--- src/rtl/pack_telemetry_pkg.sv ---
// Shared telemetry link constants and FSM encoding, used by both the framer and the link receiver.
package pack_telemetry_pkg;

  localparam int               TELEM_BYTES = 11;
  localparam int               WORD_W      = 8 * TELEM_BYTES;
  localparam logic [7:0]       K_COMMA     = 8'hBC;
  localparam int               CNT_W       = 4;
  localparam logic [CNT_W-1:0] LAST_BYTE   = CNT_W'(TELEM_BYTES - 1);

  typedef enum logic {
    IDLE = 1'b0,
    DATA = 1'b1
  } telem_state_t;

endpackage

--- src/rtl/pack_telemetry_if.sv ---
// Word handshake on the upstream side and symbol stream towards the 8b10b encoder.
interface pack_telemetry_if;
  import pack_telemetry_pkg::*;

  logic [WORD_W-1:0] data_in;
  logic              valid_in;
  logic              ready_out;
  logic              ce_in;
  logic [7:0]        data_out;
  logic              k_out;
  logic              valid_out;

  modport master (
    output data_in, valid_in, ce_in,
    input  ready_out, data_out, k_out, valid_out
  );

  modport slave (
    input  data_in, valid_in, ce_in,
    output ready_out, data_out, k_out, valid_out
  );

endinterface

--- src/rtl/pack_telemetry_sat_cnt16.sv ---
// 16-bit event counter that sticks at all-ones instead of wrapping.
module sat_cnt16 (
  input  logic        clk,
  input  logic        rst_n,
  input  logic        inc,
  output logic [15:0] cnt
);

  function automatic logic [15:0] sat_inc(input logic [15:0] v);
    return (v == 16'hFFFF) ? v : v + 16'd1;
  endfunction

  always_ff @(posedge clk or negedge rst_n) begin
    if (!rst_n) begin
      cnt <= '0;
    end else if (inc) begin
      cnt <= sat_inc(cnt);
    end
  end

endmodule

--- src/rtl/pack_telemetry.sv ---
// Telemetry framer: K comma, then 11 data bytes LSB first; idle Ks fill every gap.
// Optional saturating packet/overflow statistics under PACK_TELEMETRY_STATS_EN.
module pack_telemetry
  import pack_telemetry_pkg::*;
#(
  parameter int         g_data_width = TELEM_BYTES,
  parameter logic [7:0] g_k_char     = K_COMMA
) (
  input  logic              clk,
  input  logic              rst_n,
  pack_telemetry_if.slave   bus,
  output logic [15:0]       pkt_cnt,
  output logic [15:0]       ovr_cnt
);

  if (g_data_width != TELEM_BYTES) begin : g_width_check
    $fatal(1, "pack_telemetry: g_data_width must be 11");
  end

  function automatic logic [7:0] pick_byte(input logic [WORD_W-1:0] w,
                                           input logic [CNT_W-1:0]  idx);
    return w[{idx, 3'b000} +: 8];
  endfunction

  telem_state_t      state;
  logic [CNT_W-1:0]  cnt;
  logic              hold_full;
  logic [WORD_W-1:0] hold_word;
  logic [WORD_W-1:0] shift_word;
  logic              accept;
  logic              take;
  logic              last_beat;

  assign accept        = bus.valid_in && bus.ready_out;
  assign take          = bus.ce_in && (state == IDLE) && hold_full;
  assign last_beat     = bus.ce_in && (state == DATA) && (cnt == LAST_BYTE);
  assign bus.ready_out = !hold_full;

  // Control path and registered symbol outputs
  always_ff @(posedge clk or negedge rst_n) begin
    if (!rst_n) begin
      state         <= IDLE;
      cnt           <= '0;
      hold_full     <= 1'b0;
      bus.data_out  <= 8'h00;
      bus.k_out     <= 1'b0;
      bus.valid_out <= 1'b0;
    end else begin
      bus.valid_out <= bus.ce_in;
      if (accept) begin
        hold_full <= 1'b1;
      end else if (take) begin
        hold_full <= 1'b0;
      end
      if (bus.ce_in) begin
        case (state)
          IDLE: begin
            bus.data_out <= g_k_char;
            bus.k_out    <= 1'b1;
            if (hold_full) begin
              cnt   <= '0;
              state <= DATA;
            end
          end
          DATA: begin
            bus.data_out <= pick_byte(shift_word, cnt);
            bus.k_out    <= 1'b0;
            if (cnt == LAST_BYTE) begin
              cnt   <= '0;
              state <= IDLE;
            end else begin
              cnt <= cnt + 1'b1;
            end
          end
          default: state <= IDLE;
        endcase
      end
    end
  end

  // Payload storage: holding entry, then the shift word for the packet in flight
  always_ff @(posedge clk) begin
    if (accept) begin
      hold_word <= bus.data_in;
    end
    if (take) begin
      shift_word <= hold_word;
    end
  end

`ifdef PACK_TELEMETRY_STATS_EN
  sat_cnt16 u_pkt_cnt (
    .clk   (clk),
    .rst_n (rst_n),
    .inc   (last_beat),
    .cnt   (pkt_cnt)
  );

  sat_cnt16 u_ovr_cnt (
    .clk   (clk),
    .rst_n (rst_n),
    .inc   (bus.valid_in && !bus.ready_out),
    .cnt   (ovr_cnt)
  );
`else
  assign pkt_cnt = 16'h0000;
  assign ovr_cnt = 16'h0000;
`endif

endmodule

--- src/flat_wrapper.sv ---
// flat-port wrapper written by rule: the top's interface ports become plain ports
module pack_telemetry_flat import pack_telemetry_pkg::*;
#(
  parameter int         g_data_width = TELEM_BYTES,
  parameter logic [7:0] g_k_char     = K_COMMA
)
  (clk, rst_n, pkt_cnt, ovr_cnt, bus_data_in, bus_valid_in, bus_ce_in, bus_ready_out, bus_data_out, bus_k_out, bus_valid_out);
  pack_telemetry_if bus_i ();
  input  logic clk;
  input  logic rst_n;
  output logic [15:0] pkt_cnt;
  output logic [15:0] ovr_cnt;
  input wire logic [$bits(bus_i.data_in)-1:0] bus_data_in;
  input wire logic [$bits(bus_i.valid_in)-1:0] bus_valid_in;
  input wire logic [$bits(bus_i.ce_in)-1:0] bus_ce_in;
  output wire logic [$bits(bus_i.ready_out)-1:0] bus_ready_out;
  output wire logic [$bits(bus_i.data_out)-1:0] bus_data_out;
  output wire logic [$bits(bus_i.k_out)-1:0] bus_k_out;
  output wire logic [$bits(bus_i.valid_out)-1:0] bus_valid_out;
  assign bus_i.data_in = bus_data_in;
  assign bus_i.valid_in = bus_valid_in;
  assign bus_i.ce_in = bus_ce_in;
  assign bus_ready_out = bus_i.ready_out;
  assign bus_data_out = bus_i.data_out;
  assign bus_k_out = bus_i.k_out;
  assign bus_valid_out = bus_i.valid_out;
  pack_telemetry #(.g_data_width(g_data_width), .g_k_char(g_k_char)) u_core (.clk(clk), .rst_n(rst_n), .bus(bus_i), .pkt_cnt(pkt_cnt), .ovr_cnt(ovr_cnt));
endmodule
--- config.mk ---
export PLATFORM = sky130hd
export DESIGN_NAME = pack_telemetry_flat
export DESIGN_NICKNAME = d
export VERILOG_FILES = /design/src/rtl/pack_telemetry_pkg.sv /design/src/rtl/pack_telemetry_if.sv /design/src/rtl/pack_telemetry_sat_cnt16.sv /design/src/rtl/pack_telemetry.sv /design/src/flat_wrapper.sv
export SDC_FILE = /design/constraint.sdc
export NUM_CORES = 1
export LEC_CHECK = 0
export CORE_UTILIZATION = 55
export DETAILED_ROUTE_END_ITERATION = 6
export PLACE_DENSITY = 0.83
export REMOVE_ABC_BUFFERS = 1
export SLEW_MARGIN = 10
export SYNTH_ARGS = -nofsm -noshare
export SYNTH_HDL_FRONTEND = slang
export SYNTH_HIERARCHICAL = 1
export SYNTH_SLANG_ARGS = --single-unit
--- constraint.sdc ---
create_clock -name clk -period 9.65 [get_ports clk]
set_clock_uncertainty 0.2 [all_clocks]
set_input_delay 1.4475 -clock clk [delete_from_list [all_inputs] [get_ports clk]]
set_output_delay 1.4475 -clock clk [all_outputs]
set_load 0.02 [all_outputs]
## After elaboration in Yosys (flattened, before gate mapping)

Index checks and enable logic that the tools add are counted.

| cells by class | value |
|---|---|
| bitwise gates (word level) | 1 |
| equal/unequal tests | 2 |
| add/sub/neg operators | 1 |
| shift operators | 1 |
| mux-type cells | 10 |
| reduce and logical (&&, ||, !) cells | 6 |

Operators by type and width:

| kind | number |
|---|---|
| $shiftx A88 B8 Y8 | 1 |
| $pmux W8 S2 | 1 |
| $mux W4 | 2 |
| $pmux W4 S2 | 1 |
| $add A4 B1 Y4 const B | 1 |
| $eq A4 B4 Y1 const B | 1 |
| $mux W1 | 4 |
| $pmux W1 S2 | 2 |
| $logic_and A1 B1 Y1 | 3 |
| $ne A2 B1 Y1 const B | 1 |
| $reduce_and A2 Y1 | 1 |
| $reduce_bool A2 Y1 | 1 |
| $logic_not A1 Y1 | 1 |
| $not A1 Y1 | 1 |

| storage, ports and cells | value |
|---|---|
| register bits | 192 |
| output and inout port bits | 43 |
| logic and storage cells | 29 |
| bits of input ports | 92 |

## Depth between registers and ports, before layout

| logic depth | value |
|---|---|
| word-level depth | 5 |
| mapped depth | 6 |
| depth with buffers taken out | 5 |

## Worst setup path after synthesis

OpenSTA, ideal clock, no wires.

| path | value |
|---|---|
| path type | input to register |
| start point | input bus_ce_in |
| end point | register u_core.shift_word[0], enable pin |
| setup time | 0.538 ns |
| path buffers | 1 |
| cell stages on the path | 3 |
| data required time | 8.912 ns |
| path slack | 3.411 ns |
| arrival time | 5.502 ns |
| cells stage by stage | clkbuf_1 -> nand2_1 -> nor2_1 |

| between the ends | value |
|---|---|
| longest elaborated chain between the ends | 2 |

RTL lines:

| element | RTL line | text |
|---|---|---|
| start, declared | flat_wrapper.sv:15 | `input wire logic [$bits(bus_i.ce_in)-1:0] bus_ce_in;` |
| $logic_and A1 B1 Y1 (2 in a row) | pack_telemetry.sv:35 | `assign take = bus.ce_in && (state == IDLE) && hold_full;` |
| net u_core.take | pack_telemetry.sv:31 | `logic take;` |
| end signal, assigned | pack_telemetry.sv:87 | `shift_word <= hold_word;` |
| end, declared | pack_telemetry.sv:29 | `logic [WORD_W-1:0] shift_word;` |

The timed path passes the listed nets, and every way through them passes these cells.
A chain may end at the register's enable or synchronous reset.

## Worst setup path in the final report

| path | value |
|---|---|
| start point | input bus_ce_in |
| end point | register u_core.shift_word[69], enable pin |

Same word-level chain as after synthesis.

==> results.toml <==
[power_and_ir_drop]
ir_worst_vdd_v = 0.000115
p_leak_nw = 2.93
powerDensity_mw_per_mm2 = 265
power_w = 0.00229

[timing]
rsz0062_at_grt = "no"
finalWorstSetupSlack_ns = 5.25
tightest_slew_ns = 1.21
report.final.hold_viol_count = 0
finalMaxSlewViolations = 0
layout_worst_path_cycle_share = 0.456
slew_headroom = 0.192
setup_violations = 0
hold_ws_ns = 0.216
setup_tns_ns = 0
fmax_mhz = 227
fin_crit_ns = 4.40

[cts]
clock_path_buffers = 2
cts_tree = "yes"
cts_root_buffer = "clkbuf_16"
clkLatencyLatePin_ns = 0.42
clkTransAtPathRegs_ns = 0.06
cts_made_buffers = 17
clock-sinks = 192
htree_levels = 4
cts_resized = 0
postCtsSetupRepairBufs = 0
cts.hold.buffers_added = 0

[floorplanning]
ios = 135
rows = 40
die-area_sq_mm = 0.0130
coreArea_sq_mm = 0.0121
start_util = 0.571
die_h_microns = 114
die_x_microns = 114

[setup_path]
worst_path_max_delay_cell = "clkdlybuf4s50_1"
required_ns = 9.50
critPathMaxStageDelay_ns = 0.98
end_kind = "flop"
worstSetupPathType = "input port to flop"
cp.arrival_ns = 4.25
path_cells = "clkdlybuf4s50_1 > nand2_1 > nor2_4 > buf_4"
startpoint_type = "input port"
cp_max_fo = 46

[finish]
nets = 548
fill_cells = 734
syn_to_final_growth_pct = 25.1
most-common-layout-cells = "edfxtp_1, clkdlybuf4s50_1, conb_1, clkbuf_16"
diodes = 0
final_common_cell = "edfxtp_1"
drive_gt1_frac = 0.116

[global_routing]
first_global_vias = 3294
antenna_found_initial = 0
grt_pass1_wl_microns = 17200
grt_max_degree = 89
grt.busiest_layer = "met2"
grtUsageMet1 = 0.231
gr-usage-all-layers = 0.186
met3_usage = 0.0492
met2_usage = 0.310
overflow = 0

[yosys]
synth-seq-area-share = 0.823
ys_warn_count = 6
synthCells = 343
synth.distinct_cells = 30
ys_seq_elements = 192
syn_area_per_cell_sq_um = 20.2
syn_area_sq_mm = 0.00691

[routing]
vias_per_cell = 5.20
wire_per_inst_microns = 17.6
wl_microns = 11200
drt_iter0_drc = 226
via_count = 3304
dr.pass1.iters = 5
drc = 0
ant_nets = 0

[hold_path]
holdCritPathClass = "flop to flop"

[run_status]
status = "completed"

[job]
cap_violations = 0

[place]
io_buffer_count = 102
place_ws_ns = 4.83
hpwl_microns = 7050
place.gp.congestion = 0.732
==> where the power goes <==
group | switching, W | internal (W) | leakage [nW] | total, W
clock network | 0.000281 | 0.000474 | 0.320 | 0.000755
logic | 0.000184 | 0.000185 | 0.831 | 0.000369
registers | 0.000103 | 0.00106 | 1.78 | 0.00117
==> cell type report <==
cell class,instances,area [sq um],area share
clock buffer,19,453,0.0524
clock inverter,13,206,0.0239
inverter,6,22.5,0.00260
multi-input combinational,133,1030,0.120
sequential,192,5690,0.657
tap,168,210,0.0243
timing repair buffer,104,1040,0.120
==> metal layers <==
layer	wire length [microns]	vias up	part of all wire
met5	0	-	0
met4	168	0	0.015
met3	786	16	0.070
met2	5760	170	0.52
met1	4460	1625	0.40
li1	-	1493	-
==> synth_stat cells (all sizes together) <==
master | number | area share
a21o | 1 | 0.0011
a21oi | 5 | 0.0036
a22oi | 11 | 0.012
a31oi | 2 | 0.0018
and2b | 1 | 0.0011
and3 | 1 | 0.00091
buf | 40 | 0.042
clkbuf | 3 | 0.0016
conb | 1 | 0.00054
dfrtp | 16 | 0.058
edfxtp | 176 | 0.76
ha | 2 | 0.0036
inv | 6 | 0.0033
mux2 | 3 | 0.0049
mux2i | 6 | 0.0087
mux4 | 16 | 0.053
nand2 | 7 | 0.0038
nand3 | 3 | 0.0022
nand3b | 6 | 0.0065
nor2 | 13 | 0.0071
nor2b | 2 | 0.0018
nor3b | 1 | 0.0018
o21a | 3 | 0.0033
o21ai | 16 | 0.012
o22ai | 2 | 0.0018
==> final timing paths <==
| path | startpoint | end | slack [ns] | cells after the start |
|---|---|---|---|---|
| min in group asynchronous | rst_n | u_core/cnt[1]$_DFFE_PN0P_ | 1.28 | 1 |
| worst max-delay path | bus_ce_in | u_core/shift_word[69]$_DFFE_PP_ | 5.25 | 4 |
| worst min-delay path | u_core/hold_word[56]$_DFFE_PP_ | u_core/shift_word[56]$_DFFE_PP_ | 0.22 | 0 |
| worst max register to register | u_core/hold_full$_DFFE_PN0P_ | u_core/shift_word[69]$_DFFE_PP_ | 6.90 | 3 |
| worst min register to register | u_core/hold_word[56]$_DFFE_PP_ | u_core/shift_word[56]$_DFFE_PP_ | 0.22 | 0 |
| max in group asynchronous | rst_n | u_core/cnt[0]$_DFFE_PN0P_ | 7.44 | 1 |
==> worst max-delay path: cells and delay by family <==
family	cells	cell delay (ns)
buf+inv	2	1.61
simple gates	2	1.13
==> stage by stage <==
step	cells	cell area [sq um]	util
2_1_floorplan	331	6730	-
3_3_place_gp	603	7990	0.660
3_5_place_dp	603	7990	0.660
4_1_cts	635	8650	0.714
5_1_grt	635	8650	0.714
6_report	635	8650	0.714
==> state kept, by name, summed over array words and instances (netlist names) <==
name                  flops
u_core/bus.valid_out      1
u_core/hold_word         88
u_core/state              1
u_core/bus.k_out          1
u_core/cnt                4
u_core/bus.data_out       8
u_core/shift_word        88
u_core/hold_full          1
==> kinds of logic (layout without fill, tap and decap cells) <==
| group | Yosys count | in the layout | synth area share |
|---|---|---|---|
| flops | 192 | 192 | 0.823 |
| buf+inv | 49 | 142 | 0.0467 |
| other cells | 1 | 32 | 0.000543 |
| simple gates | 34 | 34 | 0.0252 |
| mux | 25 | 25 | 0.0663 |
| fa+ha+maj | 2 | 2 | 0.00362 |
| compound gates | 40 | 40 | 0.0351 |
Note: power is estimated with default switching activity, not from simulation.
